==> config.mk <==
export PLATFORM = sky130hd
export DESIGN_NAME = counter_bank_snapshot
export DESIGN_NICKNAME = d
export VERILOG_FILES = /design/src/rtl/counter_bank_snapshot.sv
export SDC_FILE = /design/constraint.sdc
export NUM_CORES = 1
export LEC_CHECK = 0
export BUFFER_PORTS_ARGS = -buffer_cell sky130_fd_sc_hd__buf_2
export CAP_MARGIN = 20
export CORE_UTILIZATION = 50
export DETAILED_ROUTE_END_ITERATION = 10
export PLACE_DENSITY = 0.67
export SLEW_MARGIN = 20
export SYNTH_ARGS = -nofsm -noshare
export SYNTH_HDL_FRONTEND = slang
export SYNTH_SLANG_ARGS = --single-unit
==> constraint.sdc <==
create_clock -name clk -period 7.69 [get_ports clk]
set_input_delay 1.538 -clock clk [delete_from_list [all_inputs] [get_ports clk]]
set_output_delay 1.538 -clock clk [all_outputs]
set_load 0.02 [all_outputs]
==> src/rtl/counter_bank_snapshot.sv <==
// rtl/counter_bank_snapshot.sv - bank of event counters with atomic shadow snapshot and indexed read port
// Live counters absorb registered per-channel increments; snapshots copy every channel into shadow in one edge.
module counter_bank_snapshot #(
  parameter int NUM_CHANNELS  = 4,
  parameter int COUNTER_WIDTH = 16,
  parameter int INCR_WIDTH    = 4,
  parameter int SATURATE      = 0,
  parameter int CLEAR_ON_SNAP = 0,
  localparam int IDX_W        = $clog2(NUM_CHANNELS) + 1
) (
  input  logic                             clk,
  input  logic                             reset,
  input  logic                             sync_clear,
  input  logic                             enable,
  input  logic [NUM_CHANNELS*INCR_WIDTH-1:0] incr,
  input  logic                             snap_req,
  output logic                             snap_valid,
  input  logic [IDX_W-1:0]                 rd_idx,
  output logic [COUNTER_WIDTH-1:0]         rd_count,
  output logic                             rd_ovf
);

  localparam logic [COUNTER_WIDTH-1:0] ALL_ONES = {COUNTER_WIDTH{1'b1}};

  logic [INCR_WIDTH-1:0]    incr_q       [NUM_CHANNELS];
  logic [INCR_WIDTH-1:0]    incr_d       [NUM_CHANNELS];
  logic [COUNTER_WIDTH-1:0] cnt_q        [NUM_CHANNELS];
  logic [COUNTER_WIDTH-1:0] cnt_d        [NUM_CHANNELS];
  logic [COUNTER_WIDTH:0]   sum          [NUM_CHANNELS];
  logic                     ovf_q        [NUM_CHANNELS];
  logic                     ovf_d        [NUM_CHANNELS];
  logic [COUNTER_WIDTH-1:0] shadow_cnt_q [NUM_CHANNELS];
  logic [COUNTER_WIDTH-1:0] shadow_cnt_d [NUM_CHANNELS];
  logic                     shadow_ovf_q [NUM_CHANNELS];
  logic                     shadow_ovf_d [NUM_CHANNELS];
  logic                     snap_valid_q, snap_valid_d;
  logic [COUNTER_WIDTH-1:0] rd_count_q, rd_count_d;
  logic                     rd_ovf_q, rd_ovf_d;

  always_comb begin
    for (int i = 0; i < NUM_CHANNELS; i++) begin
      sum[i]          = {1'b0, cnt_q[i]} + (COUNTER_WIDTH+1)'(incr_q[i]);
      incr_d[i]       = enable ? incr[i*INCR_WIDTH +: INCR_WIDTH] : '0;
      shadow_cnt_d[i] = snap_req ? cnt_q[i] : shadow_cnt_q[i];
      shadow_ovf_d[i] = snap_req ? ovf_q[i] : shadow_ovf_q[i];
      // Clearing on snapshot reloads the in-flight increment so no event is dropped.
      if (CLEAR_ON_SNAP != 0 && snap_req) begin
        cnt_d[i] = COUNTER_WIDTH'(incr_q[i]);
        ovf_d[i] = 1'b0;
      end else begin
        ovf_d[i] = ovf_q[i] | sum[i][COUNTER_WIDTH];
        if (SATURATE != 0 && sum[i][COUNTER_WIDTH]) begin
          cnt_d[i] = ALL_ONES;
        end else begin
          cnt_d[i] = sum[i][COUNTER_WIDTH-1:0];
        end
      end
      if (sync_clear) begin
        incr_d[i]       = '0;
        cnt_d[i]        = '0;
        ovf_d[i]        = 1'b0;
        shadow_cnt_d[i] = '0;
        shadow_ovf_d[i] = 1'b0;
      end
    end
    snap_valid_d = snap_req & ~sync_clear;
  end

  // Out-of-range indices match no channel and so read back as zero.
  always_comb begin
    rd_count_d = '0;
    rd_ovf_d   = 1'b0;
    for (int i = 0; i < NUM_CHANNELS; i++) begin
      if (rd_idx == IDX_W'(i)) begin
        rd_count_d = shadow_cnt_q[i];
        rd_ovf_d   = shadow_ovf_q[i];
      end
    end
  end

  always_ff @(posedge clk or posedge reset) begin
    if (reset) begin
      incr_q       <= '{default: '0};
      cnt_q        <= '{default: '0};
      ovf_q        <= '{default: 1'b0};
      shadow_cnt_q <= '{default: '0};
      shadow_ovf_q <= '{default: 1'b0};
      snap_valid_q <= 1'b0;
      rd_count_q   <= '0;
      rd_ovf_q     <= 1'b0;
    end else begin
      incr_q       <= incr_d;
      cnt_q        <= cnt_d;
      ovf_q        <= ovf_d;
      shadow_cnt_q <= shadow_cnt_d;
      shadow_ovf_q <= shadow_ovf_d;
      snap_valid_q <= snap_valid_d;
      rd_count_q   <= rd_count_d;
      rd_ovf_q     <= rd_ovf_d;
    end
  end

  assign snap_valid = snap_valid_q;
  assign rd_count   = rd_count_q;
  assign rd_ovf     = rd_ovf_q;

endmodule

# Yosys cells after proc, flatten, opt, wreduce, memory -nomap -nowiden
# Cells that the tools add are included.
# Widths: inputs -> output; s select.
# op_classes
add_sub_neg,4
eq_ne,3
muxes,40
bitwise_logic,6
n_reduce_logical,2
# op_table
cell,count
$mux 16,16
$add 16x4->17,4
$mux 4,8
$mux 1,16
$eq 3x2->1 const B,2
$or 1x1->1,4
$eq 3x1->1 const B,1
$logic_not 3->1,1
$reduce_bool 2->1,1
$and 1x1->1,1
$not 1->1,1
# word_totals
regBits,170
input_bits,24

# Logic depth before layout (Yosys ltp)
# Gate-level depths: netlist of run 1.
# depth
ltp_word,5
mapped_depth,7

# Least setup slack after synthesis of run 1
# No wires, ideal clock.
# synth_timing
path_type,input to register
start,input rd_idx[1]
end,register rd_count_q[10] (netlist: rd_count[10])
arrival_time_ns,2.676
required_ns,7.558
path_slack_ns,4.881
cell_stages,4
cell_sequence,buf_2 > buf_2 > mux4_2 > nor2b_1
# synth_between
elab_chain_len,5
word_cells_on_any_way,8
cone_classes,eq/ne (3); mux (4); reduce/logical (1)
# synth_rtl
element,line_no,source
"start, declared",18,"input logic [IDX_W-1:0] rd_idx,"
$logic_not 3->1,74,if (rd_idx == IDX_W'(i)) begin
$mux 16 (3 in series),74,
$mux 16 *,74,
net rd_count_d[10],37,"logic [COUNTER_WIDTH-1:0] rd_count_q, rd_count_d;"
"end signal, assigned",98,rd_count_q <= rd_count_d;
"end, declared",37,
# Mark *: on every way through the listed nets, which the timed path passes. The rest lies on a longest branch.
# A chain may end at the register's enable or synchronous reset.

==> results of run 1 <==
==> final cells by class <==
cell class	instances	share of cell area, %
timing repair buffer	44	2.622
clock buffer	25	5.809
clock inverter	6	1.227
sequential	170	47.93
inverter	22	0.9869
multi-input combinational	461	38.45
tap	211	2.975
==> registers in the layout, indices dropped and copies added, names as in the netlist <==
signal / flops
cnt_q: 64
incr_q: 16
ovf_q: 4
rd_count: 16
rd_ovf: 1
shadow_cnt_q: 64
shadow_ovf_q: 4
snap_valid: 1
==> cells in the final DEF (no fill, tap or decap), types with 5 or more instances in the layout <==
| cell type | instances |
|---|---|
| dfrtp_1 | 170 |
| and2_1 | 18 |
| a21o_1 | 7 |
| inv_1 | 21 |
| nor2b_1 | 24 |
| o31ai_1 | 13 |
| nand4_1 | 7 |
| nand3_1 | 12 |
| nor2_1 | 101 |
| mux4_2 | 17 |
| or3_1 | 19 |
| or4_1 | 11 |
| buf_4 | 5 |
| buf_2 | 39 |
| xor2_1 | 7 |
| xnor2_1 | 11 |
| ha_1 | 16 |
| a211oi_1 | 16 |
| nand2_1 | 14 |
| mux2i_1 | 68 |
| clkbuf_16 | 17 |
| a21oi_1 | 39 |
| o21ai_0 | 20 |
| clkbuf_8 | 6 |
==> worst min-delay path by stage <==
stage,from,to,slack [ps],cells after the start
2_1_floorplan,ovf_q[1],ovf_q[1],460,2
3_3_place_gp,shadow_cnt_q[18],shadow_cnt_q[18],500,2
3_5_place_dp,ovf_q[1],ovf_q[1],510,2
4_1_cts,ovf_q[1],ovf_q[1],520,2
5_1_grt,ovf_q[1],ovf_q[1],540,2
6_report,shadow_cnt_q[41],shadow_cnt_q[41],520,2
==> where the power goes <==
part,leakage (nW),internal (W),switching [W],total [W]
clock,0.309,0.000561,0.000330,0.000891
sequential,2.36,0.000908,0.00000842,0.000916
combinational,1.44,0.0000354,0.0000700,0.000105
==> stage by stage <==
stage                     hold WS, ps  instance area [um2]  util [%]  setup slack, ps
after detailed placement        505.5                 8250     53.87             4299
after global placement          497.1                 8250     53.87             4314
final                           516.6                 8875     57.95             4752
after CTS                       519.6                 8875     57.95             4759
after floorplan                 462.3                 7896         -             1549
after global routing            536.2                 8875     57.95             4589
==> kinds of logic (layout without fill, tap and decap cells) <==
group / count (synthesis) / after routing / synth area share (%)
XOR/XNOR: 18 / 18 / 1.996
AND/OR/NAND/NOR: 229 / 229 / 15.42
multiplexers: 86 / 86 / 13.61
adder cells (fa/ha/maj): 20 / 20 / 3.549
AO/OA/AOI/OAI: 108 / 108 / 8.636
buffers and inverters: 57 / 97 / 2.916
flip-flops: 170 / 170 / 53.87
==> routing by layer <==
metal | vias to the layer above | part of all wire [%]
met4 | 0 | 1.1
met3 | 12 | 3.7
met2 | 93 | 51
met5 | - | 0
met1 | 2636 | 44
li1 | 2493 | -
==> worst max-delay path: cells and delay by family <==
| family | cells | cell delay [ps] |
|---|---|---|
| multiplexers | 1 | 270 |
| buffers and inverters | 2 | 1260 |
| AND/OR/NAND/NOR | 1 | 100 |
==> summary.txt, run 1 <==
Outcome
  – Outcome: complete, no violations

Critical path
  – Reg2Reg Depth: 7
  – CP Cell Sequence: buf_4 -> buf_4 -> nor2_1 -> mux2_2
  – Setup crit end kind: register
  – Crit path kind: in2reg
  – Slowest-stage cell, CP: buf_4
  – Type of origin of the critical path: input pin
  – Worst setup path startpoint: sync_clear
  – Worst Path Required: 8000 ps
  – End point of the critical path: cnt_q[30]
  – CP dominant cell by count: buf_4
  – Worst r2r src: cnt_q[16]
  – FF-to-FF End: cnt_q[30]
  – Crit path largest cell delay: 640 ps
  – Crit Path Max Fanout: 77
  – Worst EP arrival: 3250 ps
  – Reg2reg setup slack: 5340 ps

Synth
  – Async S/R FF share, synth: 100.0%
  – Mapped Avg Cell Area: 11.48 um2
  – Count leader, synth: dfrtp_1
  – Post-synthesis cell type count: 41
  – Most instantiated cells after synthesis: dfrtp_1, nor2_1, mux2i_1, a21oi_1, nor2b_1
  – Register area share after synthesis: 53.87%
  – Area leader, netlist: dfrtp_1
  – Top cells by area, synth: dfrtp_1, mux2i_1, mux4_2, nor2_1, ha_1
  – Synthesized area: 7896 um2
  – Synthesized flop and latch total: 170
  – Post-Syn Instances: 688
  – Number of flops mapped to enable cells by yosys: 0
  – Post-synth top area share: 53.87%
  – Synthesized Nets: 732
  – Ys flop type: dfrtp_1
  – Synth Warn #: 0

STA
  – F_max: 0.3404 GHz
  – TNS Setup: 0 ps
  – Final min period: 2938 ps
  – Final setup viols: 0
  – Relative slew slack: 33.17%
  – Final clock skew: 9.631 ps
  – Slew Viols, Final: 0
  – Fin. Hold Viols: 0
  – Period utilisation layout: 38.20%
  – RSZ-0062 raised after global routing: no
  – Worst Tran Pin Value: 1002 ps

GRT
  – GRT busiest layer: met2
  – M2 GR Usage: 36.55%
  – Initial antenna violation count: 0
  – Met1 usage: 29.11%
  – All-Layer GR Usage: 21.97%
  – Largest net degree at the start of global routing: 108
  – Vias in the first global route: 5427
  – Global-route wire length before repair: 27.51 mm
  – GRT overflow: 0
  – GR Layer Usage met3: 4.758%

Final layout
  – Footprint of the multi-input gates: 3412 um2
  – Fin nets: 760
  – Filler Cell Count: 1297
  – Synth-to-Final Area Change: 12.39%
  – Layout Cells excl Fill: 939
  – Antenna diode count: 0
  – Share of cells above drive strength 1: 14.15%
  – Sequential cell area: 4254 um2

Clock tree
  – Clock slew at reported path FFs: 60 ps
  – H-tree levels: 4
  – CTS Hold Bufs: 0
  – Postcts setup bufs: 0
  – CTS Buf Count: 17
  – Resized cells post-CTS: 0
  – CTS sink cnt: 170
  – TritonCTS clock tree: built
  – Max clock buf depth: 2
  – Clock Latency Late Sink: 420 ps
  – Root buffer cell: clkbuf_16

Pwr
  – Peak supply drop: 0.1614 mV
  – Total power: 0.001913 W
  – Power Dens Cells: 215.6 nW/um2
  – P_leak: 4.108 nW

Drt
  – Vias: 5234
  – Post-route DRC: 0
  – Final WL: 16.01 mm
  – Routed Antenna Nets: 0
  – Post-DR wirelength/cell: 17.05 um
  – DRT iter0 DRCs: 390
  – Detail-routed via count per cell: 5.574
  – Number of iterations in the first detailed-routing pass: 6

Floorplan
  – Placement Rows: 45
  – Total die area: 16300 um2
  – Die X: 127.7 um
  – Die height: 127.7 um
  – Core area: 15310 um2
  – Ports: 42
  – Initial Util: 51.56%

Placement
  – Routability cong.: 0.7903
  – Port buffer count: 41
  – Cells after DPL: 908
  – Post-DP HPWL: 10.70 mm

Job
  – # Max-Cap Violations: 0

Worst hold path
  – Hold Crit Class: reg2reg
(Power assumes the default switching activity.)
==> inputs of run 2 (changes only) <==
--- a/config.mk
+++ b/config.mk
@@ -5,6 +5,7 @@
 export SDC_FILE = /design/constraint.sdc
 export NUM_CORES = 1
 export LEC_CHECK = 0
+export ABC_AREA = 1
 export BUFFER_PORTS_ARGS = -buffer_cell sky130_fd_sc_hd__buf_2
 export CAP_MARGIN = 20
 export CORE_UTILIZATION = 50
==> constraint.sdc (replaced) <==
create_clock -name clk -period 2.9 [get_ports clk]
set_input_delay 0.58 -clock clk [delete_from_list [all_inputs] [get_ports clk]]
set_output_delay 0.58 -clock clk [all_outputs]
set_load 0.02 [all_outputs]
==> run 2 against run 1 <==
Global-route usage rose by 1.8 points. Cell area up 3.2%. Combinational power grew to 2.8 times the previous value. Critical path type is now reg2reg. Non-clock buffer count rose by 4.
==> summary.txt, run 2 <==
Final layout
  – Footprint of the multi-input gates: 3242 um2
  – Antenna diode count: 0
  – Most frequent cells in the layout: nand2_1, dfrtp_1, inv_1, nor2_1, nand3_1
  – Filler Cell Count: 1501
  – Sequential cell area: 4254 um2
  – Fin nets: 1073
  – Commonest non-fill, non-tap cell in the layout: nand2_1
  – Largest registers: cnt_q (64), shadow_cnt_q (64)
  – Share of cells above drive strength 1: 9.981%
  – Synth-to-Final Area Change: 12.57%

Placement
  – Post-DP HPWL: 12.82 mm
  – Port buffer count: 41
  – Pre-CTS setup slack: 930.0 ps
  – Routability cong.: 0.8582

Drt
  – Routed wl met2: 8.568 mm
  – Detail-routed via count per cell: 5.242
  – Number of iterations in the first detailed-routing pass: 5
  – Final WL: 18.65 mm
  – Met3 Wirelength: 669 um
  – Metal-1 WL: 9.203 mm
  – Post-DR wirelength/cell: 14.83 um
  – Top Metal Used: met4
  – Routed Antenna Nets: 0
  – Post-route DRC: 0
  – Vias: 6595
  – DRT iter0 DRCs: 605

Synth
  – Post-synthesis cell type count: 34
  – Post-synthesis mux area share: 0%
  – Async S/R FF share, synth: 100.0%
  – Synth Warn #: 0
  – Post-synthesis xor/xnor area fraction: 0.5384%
  – Top cells by area, synth: dfrtp_1, nand2_1, nand3_1, inv_1, nor2_1
  – Main combinational cell family by area after synthesis: simple AND/OR/NAND/NOR gates
  – Synthesized flop and latch total: 170
  – Post-Syn Instances: 994
  – Synthesized area: 8134 um2
  – Ys flop type: dfrtp_1
  – Simple logic cell fraction of the synthesized area: 26.40%
  – Post-synth top area share: 52.30%
  – Adder and majority gate portion of the synthesized area: 3.446%
  – Count leader, synth: nand2_1
  – Register area share after synthesis: 52.30%
  – Synthesized Nets: 1038
  – Number of flops mapped to enable cells by yosys: 0
  – Area leader, netlist: dfrtp_1
  – Most instantiated cells after synthesis: nand2_1, dfrtp_1, inv_1, nor2_1, nand3_1
  – Mapped Avg Cell Area: 8.183 um2
  – Compound-cell area share of the yosys netlist: 9.475%

Clock tree
  – Postcts setup bufs: 0
  – H-tree levels: 4
  – CTS sink cnt: 170
  – CTS Hold Bufs: 0
  – Resized cells post-CTS: 0
  – Max clock buf depth: 2
  – CTS Buf Count: 17
  – Clock Latency Late Sink: 430 ps
  – TritonCTS clock tree: built
  – Root buffer cell: clkbuf_16
  – Clock slew at reported path FFs: 60 ps

GRT
  – Vias in the first global route: 5998
  – Global-route wire length before repair: 30.45 mm
  – Initial antenna violation count: 0
  – All-Layer GR Usage: 23.81%
  – Largest net degree at the start of global routing: 145
  – GRT overflow: 0

Critical path
  – Slowest-stage cell, CP: dfrtp_1
  – Delay-heaviest family, CP: simple AND/OR/NAND/NOR gates
  – End point of the critical path: ovf_q[3]
  – Crit path kind: reg2reg
  – Buf/Inv on CP: 2
  – Worst Path Required: 3250 ps
  – FF-to-FF End: ovf_q[3]
  – Worst r2r src: cnt_q[48]
  – Crit Path Max Fanout: 9
  – Type of origin of the critical path: register
  – Worst setup path startpoint: cnt_q[48]
  – Crit path largest cell delay: 370 ps
  – Setup crit end kind: register
  – Crit. path cell count: 10
  – Reg2reg setup slack: 1000 ps
  – Reg2Reg Depth: 10
  – CP Cell Sequence: ha_1 -> inv_1 -> fa_1 -> inv_1 -> nand2_1 -> nand2_1 -> nand2_2 -> nor2_4 -> nand3_1 -> a21oi_1
  – Worst EP arrival: 2250 ps

STA
  – Final clock skew: 7.994 ps
  – F_max: 0.5250 GHz
  – Final min period: 1905 ps
  – Hold WS: 259.4 ps
  – Slew Viols, Final: 0
  – Worst Tran Pin Value: 835.0 ps
  – Final setup viols: 0
  – RSZ-0062 raised after global routing: no
  – Final worst setup slack: 995.4 ps
  – Relative slew slack: 44.34%
  – Fin. Hold Viols: 0
  – TNS Setup: 0 ps
  – Period utilisation layout: 65.68%

Floorplan
  – Die height: 129.5 um
  – Placement Rows: 46
  – Initial Util: 51.21%
  – Die X: 129.5 um
  – Ports: 42
  – Total die area: 16780 um2
  – Core area: 15890 um2

Job
  – # Max-Cap Violations: 0

Outcome
  – Outcome: complete, no violations

Pwr
  – Total power: 0.005146 W
  – P_leak: 4.460 nW
  – Peak supply drop: 0.4158 mV
  – Power Dens Cells: 562.0 nW/um2

Worst hold path
  – Hold Crit Class: in2async
-- run 2: changes by cell type after synthesis, sizes merged, moves of 15 or more --
cell	previous run	this run
a211oi	16	0
a21oi	39	57
and2	18	0
inv	22	124
mux2i	68	0
mux4	17	0
nand2	14	245
nand3	15	99
nor2	101	124
nor2b	24	0
nor3	0	15
o21ai	20	52
o22ai	0	29
or3	20	0
-- run 2: final cells by class --
class / instances / share of cell area, %
repair buffers: 48 / 3.088
well taps: 216 / 2.952
inverters: 125 / 5.206
clock buffers: 22 / 5.070
flip-flops and latches: 170 / 46.46
clock inverters: 10 / 1.817
multi-input cells: 667 / 35.41
-- run 2: kinds of logic (layout without fill, tap and decap cells) --
family / after synthesis / count (layout)
AOI/OAI and AO/OA: 143 / 143
xor gates and xnor gates: 5 / 5
adders and majority gates: 20 / 20
buffers and inverters: 157 / 205
DFF: 170 / 170
and+or+nand+nor: 499 / 499
-- run 2: power breakdown --
group,switching [W],total (W),internal [W]
clock network,0.000940,0.00243,0.00149
registers,0.0000201,0.00243,0.00241
logic,0.000209,0.000289,0.0000802
total,0.00117,0.00515,0.00398
-- run 2: metal layers --
layer	up-vias	GRT usage (%)
met5	-	0
met4	0	6.772
met3	17	4.335
met2	137	36.12
met1	3172	35.01
li1	3269	-
-- run 2: how the worst min path moves through the flow --
stage / start / to / depth (start not counted)
floorplan: cnt_q[0] / shadow_cnt_q[0] / 2
global placement: cnt_q[16] / shadow_cnt_q[16] / 2
detailed placement: cnt_q[16] / shadow_cnt_q[16] / 2
CTS: reset / cnt_q[60] / 3
global route: reset / cnt_q[60] / 3
finish: reset / cnt_q[62] / 3
-- run 2: stage by stage --
stage	std cells	utilization, %	instance area, um2
2_1_floorplan	994	-	8138
3_3_place_gp	1226	53.67	8526
3_5_place_dp	1226	53.67	8526
4_1_cts	1258	57.64	9156
5_1_grt	1258	57.64	9156
6_report	1258	57.64	9156
-- run 2: worst register-to-register path, stage by stage (launching register included) --
cell and delay [ps]:
dfrtp_1 370, ha_1 210, inv_1 60, fa_1 360, inv_1 100, nand2_1 60
nand2_1 70, nand2_2 100, nor2_4 190, nand3_1 150, a21oi_1 150
==> inputs of run 3 (changes only) <==
==> constraint.sdc (replaced) <==
create_clock -name clk -period 1.95 [get_ports clk]
set_input_delay 0.39 -clock clk [delete_from_list [all_inputs] [get_ports clk]]
set_output_delay 0.39 -clock clk [all_outputs]
set_load 0.02 [all_outputs]
==> run 3 against run 2 <==
First-iteration DRC count increased by 1.8%. Highest routed layer unchanged. Largest cell class unchanged. Count of clock-buffer cells in the layout decreased by 2. Global-route usage increased by 0.71 points. Sequential share of layout area decreased by 0.50 points. Critical path type unchanged. Cell count increased by 0.72%. Sequential power increased by 49%.
==> summary.txt, run 3 (synthesis results as in run 2) <==
Pwr
  – Power Dens Cells: 807.9 nW/um2
  – Total power: 0.007478 W
  – Peak supply drop: 0.6464 mV
  – P_leak: 4.498 nW

GRT
  – Met1 usage: 36.15%
  – All-Layer GR Usage: 24.52%
  – Global-route wire length before repair: 31.11 mm
  – Initial antenna violation count: 0
  – GR Layer Usage met3: 3.964%
  – Vias in the first global route: 6031
  – M2 GR Usage: 36.69%
  – Largest net degree at the start of global routing: 44
  – GRT busiest layer: met2
  – GRT overflow: 0

Final layout
  – Share of cells above drive strength 1: 10.85%
  – Largest registers: cnt_q (64), shadow_cnt_q (64)
  – Commonest non-fill, non-tap cell in the layout: nand2_1
  – Layout Cells excl Fill: 1267
  – Fin nets: 1082
  – Post-layout util: 58.26%
  – Antenna diode count: 0
  – Most frequent cells in the layout: nand2_1, dfrtp_1, inv_1, nor2_1, nand3_1
  – Filler Cell Count: 1441
  – Synth-to-Final Area Change: 13.78%

Drt
  – Post-route DRC: 0
  – Detail-routed via count per cell: 5.167
  – DRT iter0 DRCs: 616
  – Routed Antenna Nets: 0
  – Final WL: 18.79 mm
  – Number of iterations in the first detailed-routing pass: 5
  – Post-DR wirelength/cell: 14.83 um
  – Vias: 6547

Critical path
  – Setup crit end kind: register
  – FF-to-FF End: cnt_q[28]
  – CP dominant cell by count: nand2_1
  – End point of the critical path: cnt_q[28]
  – Type of origin of the critical path: register
  – Buf/Inv on CP: 2
  – Reg2reg setup slack: 150 ps
  – Reg2Reg Depth: 11
  – CP Cell Sequence: ha_1 -> inv_1 -> fa_1 -> inv_1 -> nand2_1 -> nand2_1 -> nand2_2 -> nor2_4 -> nand3_1 -> nand2_1 -> nor2_1
  – Crit Path Max Fanout: 9
  – Crit path kind: reg2reg
  – Worst setup path startpoint: cnt_q[16]
  – Crit. path cell count: 11
  – Delay-heaviest family, CP: simple AND/OR/NAND/NOR gates
  – Slowest-stage cell, CP: fa_1
  – Worst r2r src: cnt_q[16]
  – Worst Path Required: 2270 ps
  – Worst EP arrival: 2130 ps
  – Crit path largest cell delay: 360 ps

Clock tree
  – H-tree levels: 4
  – TritonCTS clock tree: built
  – CTS sink cnt: 170
  – Clock Latency Late Sink: 430 ps
  – CTS Buf Count: 17
  – Clock slew at reported path FFs: 60 ps
  – Postcts setup bufs: 0
  – Max clock buf depth: 2
  – Root buffer cell: clkbuf_16

Placement
  – Routability cong.: 0.8729
  – Post-DP HPWL: 13.25 mm
  – Port buffer count: 41
  – Cells after DPL: 1234

STA
  – Fin. Hold Viols: 0
  – RSZ-0062 raised after global routing: no
  – Slew Viols, Final: 0
  – Worst Tran Pin Value: 539.2 ps
  – Relative slew slack: 64.05%
  – Final min period: 1804 ps
  – Final setup viols: 0
  – Period utilisation layout: 92.53%
  – F_max: 0.5542 GHz
  – Final clock skew: 9.568 ps

Floorplan
  – Placement Rows: 46
  – Initial Util: 51.21%
  – Die X: 129.5 um
  – Total die area: 16780 um2
  – Die height: 129.5 um
  – Core area: 15890 um2
  – Ports: 42

Job
  – # Max-Cap Violations: 0

Worst hold path
  – Hold Crit Class: in2reg
  – HP Start: incr[4]

Outcome
  – Outcome: complete, no violations
[run 3: changes by cell type in the layout (fill, tap and decap cells not counted), moves of 2 or more]
cell,previous run,this run
clkbuf_1,3,1
clkinvlp_4,3,7
bufinv_16,4,2
inv_6,0,2
buf_4,5,8
buf_12,2,7
[run 3: through the flow]
| step | instance area, um2 | hold WS, ps | setup WS (ps) | TNS, ps |
|---|---|---|---|---|
| after floorplan | 8138 | 445.9 | -608.7 | -103480 |
| after global placement | 8648 | 438.1 | 223.4 | 0 |
| after detailed placement | 8648 | 439.9 | 150.7 | 0 |
| after CTS | 9255 | 159.9 | 147.4 | 0 |
| after global routing | 9255 | 159.0 | 9.874 | 0 |
| final | 9255 | 169.6 | 145.6 | 0 |
[run 3: where the power goes]
part	switching (W)	leakage [nW]	internal, W
clock	0.00144	0.272	0.00196
sequential	0.0000283	2.36	0.00358
combinational	0.000320	1.87	0.000144
total	0.00179	4.50	0.00569
[run 3: how the worst min path moves through the flow]
stage | endpoint | cells after the start
2_1_floorplan | shadow_cnt_q[0] | 2
3_3_place_gp | cnt_q[58] | 2
3_5_place_dp | shadow_ovf_q[2] | 2
4_1_cts | incr_q[15] | 3
5_1_grt | incr_q[10] | 3
6_report | incr_q[8] | 3
[run 3: cell type report]
cell class,count,area (um2),area share (%)
clock buffers,20,456.7,4.934
clock inverters,12,140.1,1.514
inverters,125,476.7,5.151
multi-input cells,667,3242,35.03
flip-flops and latches,170,4254,45.96
well taps,216,270.3,2.920
repair buffers,57,415.4,4.488
[run 3: repair_timing]
action | in CTS | in global routing
endpoints found under the hold margin | 9 | 0
resized for setup | 0 | 0
setup endpoints to repair | 0 | 0
hold buffers | 1 | 0
[run 3: per-layer routing]
layer,part of all wire (%),routed length (um)
met1,50,9306
met2,45,8472
met3,3.9,725
met4,1.5,286
met5,0,0
[run 3: worst min-delay path: cells and delay by family]
| family | cells | cell delay [ps] |
|---|---|---|
| buffers and inverters | 1 | 90 |
| AND/OR/NAND/NOR | 2 | 80 |
